File: src/rtl/regfile_wb_arbiter.sv
// ---------------------------------------------------------------------------
// regfile_wb_arbiter
//
// Shares the single register-file write port between the ALU (single-cycle
// producer) and the memory/load unit (multicycle producer). The winning
// request is registered into a one-cycle output stage that drives the
// register file. A 32-entry pending-write scoreboard tracks in-flight
// destinations so issue logic can stall on RAW hazards.
//
// Build option:
//   WB_ROUND_ROBIN_EN  defined   : strict round-robin between the two sources
//                      undefined : mem has priority; the ALU is force-granted
//                                  after STARVE_LIMIT consecutive losses
//
// Parameters:
//   XLEN          data width of write_data and both source data buses
//   STARVE_LIMIT  consecutive ALU losses before a forced grant (1..15)
//
// Ports:
//   clk, reset              clock; asynchronous active-high reset
//   alu_valid/rd/data       ALU writeback request,    alu_ready accept
//   mem_valid/rd/data       memory writeback request, mem_ready accept
//   issue_valid, issue_rd   issuing instruction marks its destination pending
//   rs1, rs2 -> busy1, busy2  combinational scoreboard queries
//   reg_write, rd, write_data registered register-file write port
// ---------------------------------------------------------------------------
module regfile_wb_arbiter #(
    parameter int XLEN         = 32,
    parameter int STARVE_LIMIT = 4
) (
    input  logic            clk,
    input  logic            reset,
    input  logic            alu_valid,
    input  logic [4:0]      alu_rd,
    input  logic [XLEN-1:0] alu_data,
    output logic            alu_ready,
    input  logic            mem_valid,
    input  logic [4:0]      mem_rd,
    input  logic [XLEN-1:0] mem_data,
    output logic            mem_ready,
    input  logic            issue_valid,
    input  logic [4:0]      issue_rd,
    input  logic [4:0]      rs1,
    input  logic [4:0]      rs2,
    output logic            busy1,
    output logic            busy2,
    output logic            reg_write,
    output logic [4:0]      rd,
    output logic [XLEN-1:0] write_data
);

    logic            alu_grant;
    logic            mem_grant;
    logic            xfer_p0;
    logic [4:0]      rd_p0;
    logic [XLEN-1:0] data_p0;

    logic            vld_p1;
    logic [4:0]      rd_p1;
    logic [XLEN-1:0] data_p1;

    logic [31:0]     pending;
    logic [31:0]     pending_nxt;

    // ---- stage p0: arbitration (combinational from valids and state) ----
`ifdef WB_ROUND_ROBIN_EN
    // rr_last: 0 = ALU was granted last, 1 = mem was granted last.
    logic rr_last;

    always_comb begin
        alu_grant = 1'b0;
        mem_grant = 1'b0;
        if (alu_valid && mem_valid) begin
            if (rr_last) begin
                alu_grant = 1'b1;
            end else begin
                mem_grant = 1'b1;
            end
        end else begin
            alu_grant = alu_valid;
            mem_grant = mem_valid;
        end
    end

    always_ff @(posedge clk or posedge reset) begin
        if (reset) begin
            rr_last <= 1'b0;
        end else if (alu_grant) begin
            rr_last <= 1'b0;
        end else if (mem_grant) begin
            rr_last <= 1'b1;
        end
    end
`else
    localparam logic [3:0] STARVE_MAX = 4'(STARVE_LIMIT);

    logic [3:0] starve_cnt;
    logic       alu_force;

    // Once the ALU has lost STARVE_LIMIT times in a row it wins outright.
    assign alu_force = alu_valid && (starve_cnt == STARVE_MAX);

    always_comb begin
        alu_grant = alu_valid && (alu_force || !mem_valid);
        mem_grant = mem_valid && !alu_force;
    end

    // An ALU request that is not granted here has necessarily lost to mem.
    always_ff @(posedge clk or posedge reset) begin
        if (reset) begin
            starve_cnt <= 4'd0;
        end else if (!alu_valid || alu_grant) begin
            starve_cnt <= 4'd0;
        end else if (starve_cnt != STARVE_MAX) begin
            starve_cnt <= starve_cnt + 4'd1;
        end
    end
`endif

    assign alu_ready = alu_grant;
    assign mem_ready = mem_grant;

    assign xfer_p0 = alu_grant || mem_grant;
    assign rd_p0   = alu_grant ? alu_rd   : mem_rd;
    assign data_p0 = alu_grant ? alu_data : mem_data;

    // ---- stage p1: registered register-file write port ----
    // A granted write to x0 still updates rd/write_data but never asserts
    // reg_write, so it cannot touch the scoreboard either.
    always_ff @(posedge clk or posedge reset) begin
        if (reset) begin
            vld_p1  <= 1'b0;
            rd_p1   <= 5'd0;
            data_p1 <= '0;
        end else begin
            vld_p1 <= xfer_p0 && (rd_p0 != 5'd0);
            if (xfer_p0) begin
                rd_p1   <= rd_p0;
                data_p1 <= data_p0;
            end
        end
    end

    assign reg_write  = vld_p1;
    assign rd         = rd_p1;
    assign write_data = data_p1;

    // ---- scoreboard: clear on commit, set on issue (set applied last wins) ----
    always_comb begin
        pending_nxt = pending;
        if (vld_p1) begin
            pending_nxt[rd_p1] = 1'b0;
        end
        if (issue_valid && (issue_rd != 5'd0)) begin
            pending_nxt[issue_rd] = 1'b1;
        end
        pending_nxt[0] = 1'b0;
    end

    always_ff @(posedge clk or posedge reset) begin
        if (reset) begin
            pending <= 32'd0;
        end else begin
            pending <= pending_nxt;
        end
    end

    // No bypass from the committing write: busy drops the cycle after reg_write.
    assign busy1 = pending[rs1];
    assign busy2 = pending[rs2];

endmodule

File: config.mk
export PLATFORM = sky130hd
export DESIGN_NAME = regfile_wb_arbiter
export DESIGN_NICKNAME = d
export VERILOG_FILES = /design/src/rtl/regfile_wb_arbiter.sv
export SDC_FILE = /design/constraint.sdc
export NUM_CORES = 1
export LEC_CHECK = 0
export ABC_AREA = 1
export CAP_MARGIN = 15
export CORE_UTILIZATION = 47
export CTS_BUF_LIST = sky130_fd_sc_hd__clkbuf_8
export DETAILED_ROUTE_END_ITERATION = 10
export PLACE_DENSITY = 0.94
export SLEW_MARGIN = 20
export SYNTH_ARGS = -nofsm -noshare
export SYNTH_HDL_FRONTEND = slang
export SYNTH_SLANG_ARGS = --single-unit
File: constraint.sdc
create_clock -name clk -period 3.1 [get_ports clk]
set_input_delay 0.465 -clock clk [delete_from_list [all_inputs] [get_ports clk]]
set_output_delay 0.465 -clock clk [all_outputs]
set_load 0.01 [all_outputs]
==> impl_results.md, run 1 <==
* Top Metal Used: met4
* Clock sinks at 73
* Number of antenna violations at the first check in global routing at 0
* Sort of element at the start of the critical path: input port
* Register area share after synthesis at 0.475
* Total DRC errors in the routed layout at 0
* RR Endpoint: write_data[24]
* Syn-to-layout area delta at 41.6%
* Wire length of the first global-routing pass at 20.5 mm
* Avg Vias per Cell at 5.69
* Number of diodes added for antenna fixing at 0
* Gate count of the mapped netlist at 512
* Biggest fanout along the worst timing path at 13
* Initial cell density of the core at 0.492
* DPL Wire Length at 9.44 mm
* Final Setup Violations at 0
* Clock tree from TritonCTS: done
* Number of hold violations in the final report at 0
* Die Span X at 92.4 um
* Port Buffers at 135
* Flops & latches, synth at 73
* Clk pin slew, worst setup/hold paths at 0.07 ns
* Met3 routed WL at 994 um
* Total leakage power at 2.48 nW
* Standard cell area after detailed placement at 0.00527 mm2
* Maximum number of pins on one net before global-route repair at 44
* Total routing resource utilization after global routing at 0.317
* Final antenna-violating net count at 0
* Type of the worst setup path: in2out
* Total clock buffers created by CTS at 9
* Row Count at 32
* Hold Startpoint: write_data[4]
* Worst-case hold slack at 0.483 ns
* Worst Path Arrival at about 2.2 ns
* RSZ-0062 raised after global routing: false
* Most frequent cells in the layout: 191 x nand2_1, 135 x clkdlybuf4s50_1, 102 x nand3_1
* Number of nets in the synthesized netlist at just over 600
* Synth Cell Area at about 0.0038 mm2
* Kind of path behind the tightest hold check: reg2reg
* Count of flip-flops with a built-in enable after synthesis at 0
* Filler cells at about 560
* Setup Buffers After CTS at 0
* Cell Pwr Density at 535 mW/mm2
* Number of cells after detailed placement at 740
* Actual transition at the worst max-transition pin at 0.730 ns
* Maximum root-to-sink buffer count at 2
* Finished Layout Cells at 753
* Net count, final at 745
* Detailed Route Iter0 Violations at between 300 and 400
* Top flip-flop cell by instance count after synthesis: dfrtp_1
* Most common cell after layout, fill and taps aside: nand2_1
* Boundary Pins at 136
* Count of H-tree levels built during CTS at 3
* Clock root buffer: clkbuf_8
* Number of gates given a new drive strength after cts at 0
* Synthesized area per cell at 7.50 um2
* Share of post-route cells with drive strength above 1 at 0.0476
* Post-CTS Hold Buffers at 0
* Required @ worst endpoint at about 2.6 ns
* Via count at 4284
* Area of the core at 0.00781 mm2
* Number of unique standard cell types used by synthesis at 21
* Design Area, Final at between 0.005 and 0.006 mm2
* Share of synthesized flip-flops with an asynchronous set or reset at 1.00
* Max-slew violation count at 0
* Number of warnings reported in the yosys synthesis log at 0
* Minimum clock period after layout at 2.69 ns
* Final WL at 12.9 mm
* CP endpoint kind: output port
* 1st-pass router iterations at 7
* Clock insertion delay at the later pin of the skew report at 0.35 ns
* Mean routed wirelength per cell at 17.2 um
* Number of global-route vias before repair at 4336
* Share of the clock period used by the worst path at 0.868
* Remaining Overflow, GRT at 0
* Sum Neg Setup Slack at 0 ns
* Worst clock skew at roughly 0.0048 ns
* Peak Freq at 0.372 GHz
* Met2 routed WL at 6.40 mm
* Cell count of the worst hold path at 2
* Vert. Die Dim at 92.4 um
* Detailed-route wire length on metal 1 at 4.77 mm
* DIE AREA at 0.00854 mm2
* Max capacitance violation total at 0
* Hold worst-path end: write_data[4]
* Global placer's final weighted congestion at approximately 0.95
* Status: finished clean
* Worst Reg2Reg Path Length in Cells at 10
* Headroom to the max-slew limit at 0.513
* Maximum vdd ir drop at 0.000346 V
* Setup slack on the worst flop-to-flop path at 1.30 ns
* Beginning of the worst register-to-register path: starve_cnt[0]
* Layout Utilization at 0.697
critical path, stage by stage:
cell	delay (ns)
clkdlybuf4s50_1	0.52
buf_4	0.20
nand2_1	0.07
nand3_1	0.08
nand3_1	0.09
nand2_1	0.08
nand2_1	0.04
nand2_1	0.06
nand2_1	0.04
nand2_1	0.06
clkdlybuf4s50_1	0.52
worst max path at each step:
stage	from	to	slack [ns]	cells after the start
4_1_cts	rs2[0]	busy2	0.39	11
6_report	rs2[0]	busy2	0.41	11
3_3_place_gp	rs2[0]	busy2	0.42	11
2_1_floorplan	reset	pending[10]	0.78	1
5_1_grt	rs1[0]	busy1	0.24	11
3_5_place_dp	rs2[0]	busy2	0.40	11
synthesized netlist by cell type, types with 3 or more instances:
library cell	count	area, um2
buf_6	5	56.3
buf_4	3	22.5
nor2_1	8	30.0
nand2_1	191	717
buf_2	9	45.0
o211ai_1	6	45.0
o21ai_1	5	25.0
o21ai_0	63	315
inv_2	4	15.0
nand3_1	102	510
inv_1	32	120
dfrtp_1	73	1830
state kept, by name, summed over array words and instances, names as in the netlist:
register / count
pending: 31
starve_cnt: 4
write_data: 32
rd: 5
reg_write: 1
where the power goes:
group / leakage, nW / switching (W) / internal (W)
sequential: 0.864 / 0.000262 / 0.00118
combinational: 1.53 / 0.000419 / 0.000388
clock: 0.0916 / 0.000325 / 0.000340
area by class of cell:
cell class / instances / area [um2] / share of cell area
clock buffer: 12 / 165 / 0.0304
sequential: 73 / 1830 / 0.336
clock inverter: 1 / 3.75 / 0.000690
timing repair buffer: 143 / 1420 / 0.262
multi-input combinational: 385 / 1750 / 0.322
tap: 102 / 128 / 0.0235
inverter: 37 / 141 / 0.0260
per-stage QoR:
stage | worst slack (ns) | total power [W]
6_report | 0.410 | 0.00291
3_3_place_gp | 0.424 | 0.00219
4_1_cts | 0.390 | 0.00290
5_1_grt | 0.235 | 0.00306
3_5_place_dp | 0.402 | 0.00223
2_1_floorplan | 0.782 | 0.00175
cell families (layout without fill, tap and decap cells):
family,after synthesis,count (layout),synth area share
AND/OR/NAND/NOR,306,306,0.342
AO/OA/AOI/OAI,75,75,0.103
flip-flops,73,73,0.475
buffers and inverters,54,193,0.0690
adder cells (fa/ha/maj),2,2,0.00651
XOR/XNOR,2,2,0.00456
per-layer routing:
metal | GRT usage | vias to the layer above
met2 | 0.544 | 258
met5 | 0 | -
met4 | 0.224 | 0
met3 | 0.0690 | 66
met1 | 0.347 | 2004
li1 | - | 1956
Note: power is estimated with default switching activity, not from simulation.
==> inputs of run 2 (changes only) <==
--- a/config.mk
+++ b/config.mk
@@ -10,6 +10,7 @@
 export CORE_UTILIZATION = 47
 export CTS_BUF_LIST = sky130_fd_sc_hd__clkbuf_8
 export DETAILED_ROUTE_END_ITERATION = 10
+export MAX_ROUTING_LAYER = met4
 export PLACE_DENSITY = 0.94
 export SLEW_MARGIN = 20
 export SYNTH_ARGS = -nofsm -noshare
==> impl_results.md, run 2 (synthesis results as in run 1) <==
* Worst path most repeated cell: nand2_1 (unchanged)
* RSZ-0062 raised after global routing: false (unchanged)
* Worst path bufs/invs at 3 (unchanged)
* Biggest fanout along the worst timing path at 18 (was 13)
* Maximum number of pins on one net before global-route repair at 74 (was 44)
* Initial cell density of the core at 0.492 (unchanged)
* Number of gates given a new drive strength after cts at 0 (unchanged)
* Final Setup Violations at 0 (unchanged)
* Worst clock skew at 0.0126 ns (was 0.00482 ns)
* Number of antenna violations at the first check in global routing at 0 (unchanged)
* Total clock buffers created by CTS at 9 (unchanged)
* Share of post-route cells with drive strength above 1 at 0.0520 (was 0.0476)
* Master of the slowest instance on the critical path: clkdlybuf4s50_1 (unchanged)
* Share of the clock period used by the worst path at 0.869 (was 0.868)
* DPL Wire Length at 9.57 mm (was 9.44 mm)
* 1st-pass router iterations at 7 (unchanged)
* Maximum root-to-sink buffer count at 2 (unchanged)
* Via count at 4404 (was 4284)
* Cell Pwr Density at 571 mW/mm2 (was 535 mW/mm2)
* DIE AREA at 0.00854 mm2 (unchanged)
* Net count, final at 745 (unchanged)
* Maximum vdd ir drop at 0.000416 V (was 0.000346 V)
* CP endpoint kind: output port (unchanged)
* Max-slew violation count at 0 (unchanged)
* Wire length of the first global-routing pass at 22.0 mm (was 20.5 mm)
* Most frequent cells in the layout: 191 x nand2_1, 135 x clkdlybuf4s50_1, 102 x nand3_1 (unchanged)
* Worst path cell trace: clkdlybuf4s50_1, inv_2, nand2_1, nand3_1, nand3_1, nand2_1, nand2_1, nand2_1, nand2_1, nand2_1, clkdlybuf4s50_1 (was clkdlybuf4s50_1, buf_4, nand2_1, nand3_1, nand3_1, nand2_1, nand2_1, nand2_1, nand2_1, nand2_1, clkdlybuf4s50_1)
* Minimum clock period after layout at 2.69 ns (about the same)
* Total routing resource utilization after global routing at 0.344 (was 0.317)
* Sort of element at the start of the critical path: input port (unchanged)
* Multi-input logic area at 0.00175 mm2 (unchanged)
* Max capacitance violation total at 0 (unchanged)
* Type of the worst setup path: in2out (unchanged)
* Most common cell after layout, fill and taps aside: nand2_1 (unchanged)
* Largest incremental delay on the critical path at 0.52 ns (about the same)
* Actual transition at the worst max-transition pin at 0.924 ns (was 0.730 ns)
* Number of diodes added for antenna fixing at 0 (unchanged)
* Max FFs per register at 32 (unchanged)
* Port Buffers at 135 (unchanged)
* Peak Freq at 0.371 GHz (was 0.372 GHz)
* Register Area at 0.00183 mm2 (unchanged)
* Count of H-tree levels built during CTS at 3 (unchanged)
* Clock sinks at 73 (unchanged)
* Total DRC errors in the routed layout at 0 (unchanged)
* Worst setup startpoint: rs1[0] (was rs2[0])
* Remaining Overflow, GRT at 0 (unchanged)
* Kind of path behind the tightest hold check: reg2reg (unchanged)
* Status: finished clean (unchanged)
* Syn-to-layout area delta at 43.2% (was 41.6%)
* Vert. Die Dim at 92.4 um (unchanged)
* Avg Vias per Cell at 5.83 (was 5.69)
* Clk pin slew, worst setup/hold paths at 0.07 ns (about the same)
* Area of the core at 0.00781 mm2 (unchanged)
* Post-place setup slack at 0.418 ns (was 0.402 ns)
* Sum Neg Setup Slack at 0 ns (unchanged)
* Clock tree from TritonCTS: done (unchanged)
* Detailed Route Iter0 Violations at 431 (was 398)
* Least setup slack across all paths after layout at 0.406 ns (was 0.410 ns)
* Beginning of the worst register-to-register path: starve_cnt[0] (unchanged)
* Family with the most delay on the worst path: buffers and inverters (unchanged)
* Final WL at 13.6 mm (was 12.9 mm)
* Post-CTS Hold Buffers at 0 (unchanged)
* Headroom to the max-slew limit at 0.384 (was 0.513)
* Row Count at 32 (unchanged)
* Clock insertion delay at the later pin of the skew report at 0.36 ns (was 0.35 ns)
* Setup Buffers After CTS at 0 (unchanged)
* Worst Path Arrival at 2.23 ns (was 2.22 ns)
* Filler cells at 548 (was 557)
* Mean routed wirelength per cell at 18.0 um (was 17.2 um)
* Total leakage power at 2.51 nW (was 2.48 nW)
* Required @ worst endpoint at 2.63 ns (about the same)
* Final antenna-violating net count at 0 (unchanged)
* Global placer's final weighted congestion at 0.953 (was 0.947)
* Number of hold violations in the final report at 0 (unchanged)
* Die Span X at 92.4 um (unchanged)
* Clock root buffer: clkbuf_8 (unchanged)
* Hold Startpoint: write_data[9] (was write_data[4])
* Number of global-route vias before repair at 4593 (was 4336)
* Boundary Pins at 136 (unchanged)
-- run 2: metal layers --
metal	up-vias	routed length, um	global-route usage
li1	1964	-	-
met1	2053	4940	0.377
met2	313	6880	0.602
met3	74	1110	0.0591
met4	0	713	0.168
met5	-	0	-
-- run 2: area by class of cell --
class / instances / share of cell area
repair buffers: 143 / 0.257
well taps: 102 / 0.0232
clock buffers: 10 / 0.0250
flip-flops and latches: 73 / 0.332
inverters: 37 / 0.0257
clock inverters: 6 / 0.0193
multi-input cells: 385 / 0.318
-- run 2: worst paths after layout --
check / slack [ns] / to / cells after the start
max: 0.41 / busy1 / 11
min: 0.48 / write_data[9] / 2
max reg2reg: 1.25 / write_data[13] / 10
min reg2reg: 0.48 / write_data[9] / 2
max in group asynchronous: 1.78 / write_data[4] / 3
min in group asynchronous: 0.69 / write_data[9] / 3
-- run 2: tightest hold or removal path: stages (launching register included) --
cell and delay, ns:
dfrtp_1 0.34, nand2_1 0.06, nand3_1 0.05
-- run 2: where the power goes --
part	switching [W]	internal, W	total (W)
combinational	0.000432	0.000387	0.000819
clock	0.000370	0.000552	0.000923
sequential	0.000227	0.00117	0.00140
total	0.00103	0.00211	0.00314
-- run 2: stage by stage --
stage / cells / instance area (um2) / power [W] / util / hold slack, ns
finish: 756 / 5500 / 0.00314 / 0.705 / 0.484
CTS: 756 / 5500 / 0.00311 / 0.705 / 0.487
detailed placement: 740 / 5260 / 0.00220 / 0.673 / 0.468
global route: 756 / 5500 / 0.00329 / 0.705 / 0.507
global placement: 740 / 5260 / 0.00217 / 0.673 / 0.465
floorplan: 512 / 3840 / 0.00175 / - / 0.453
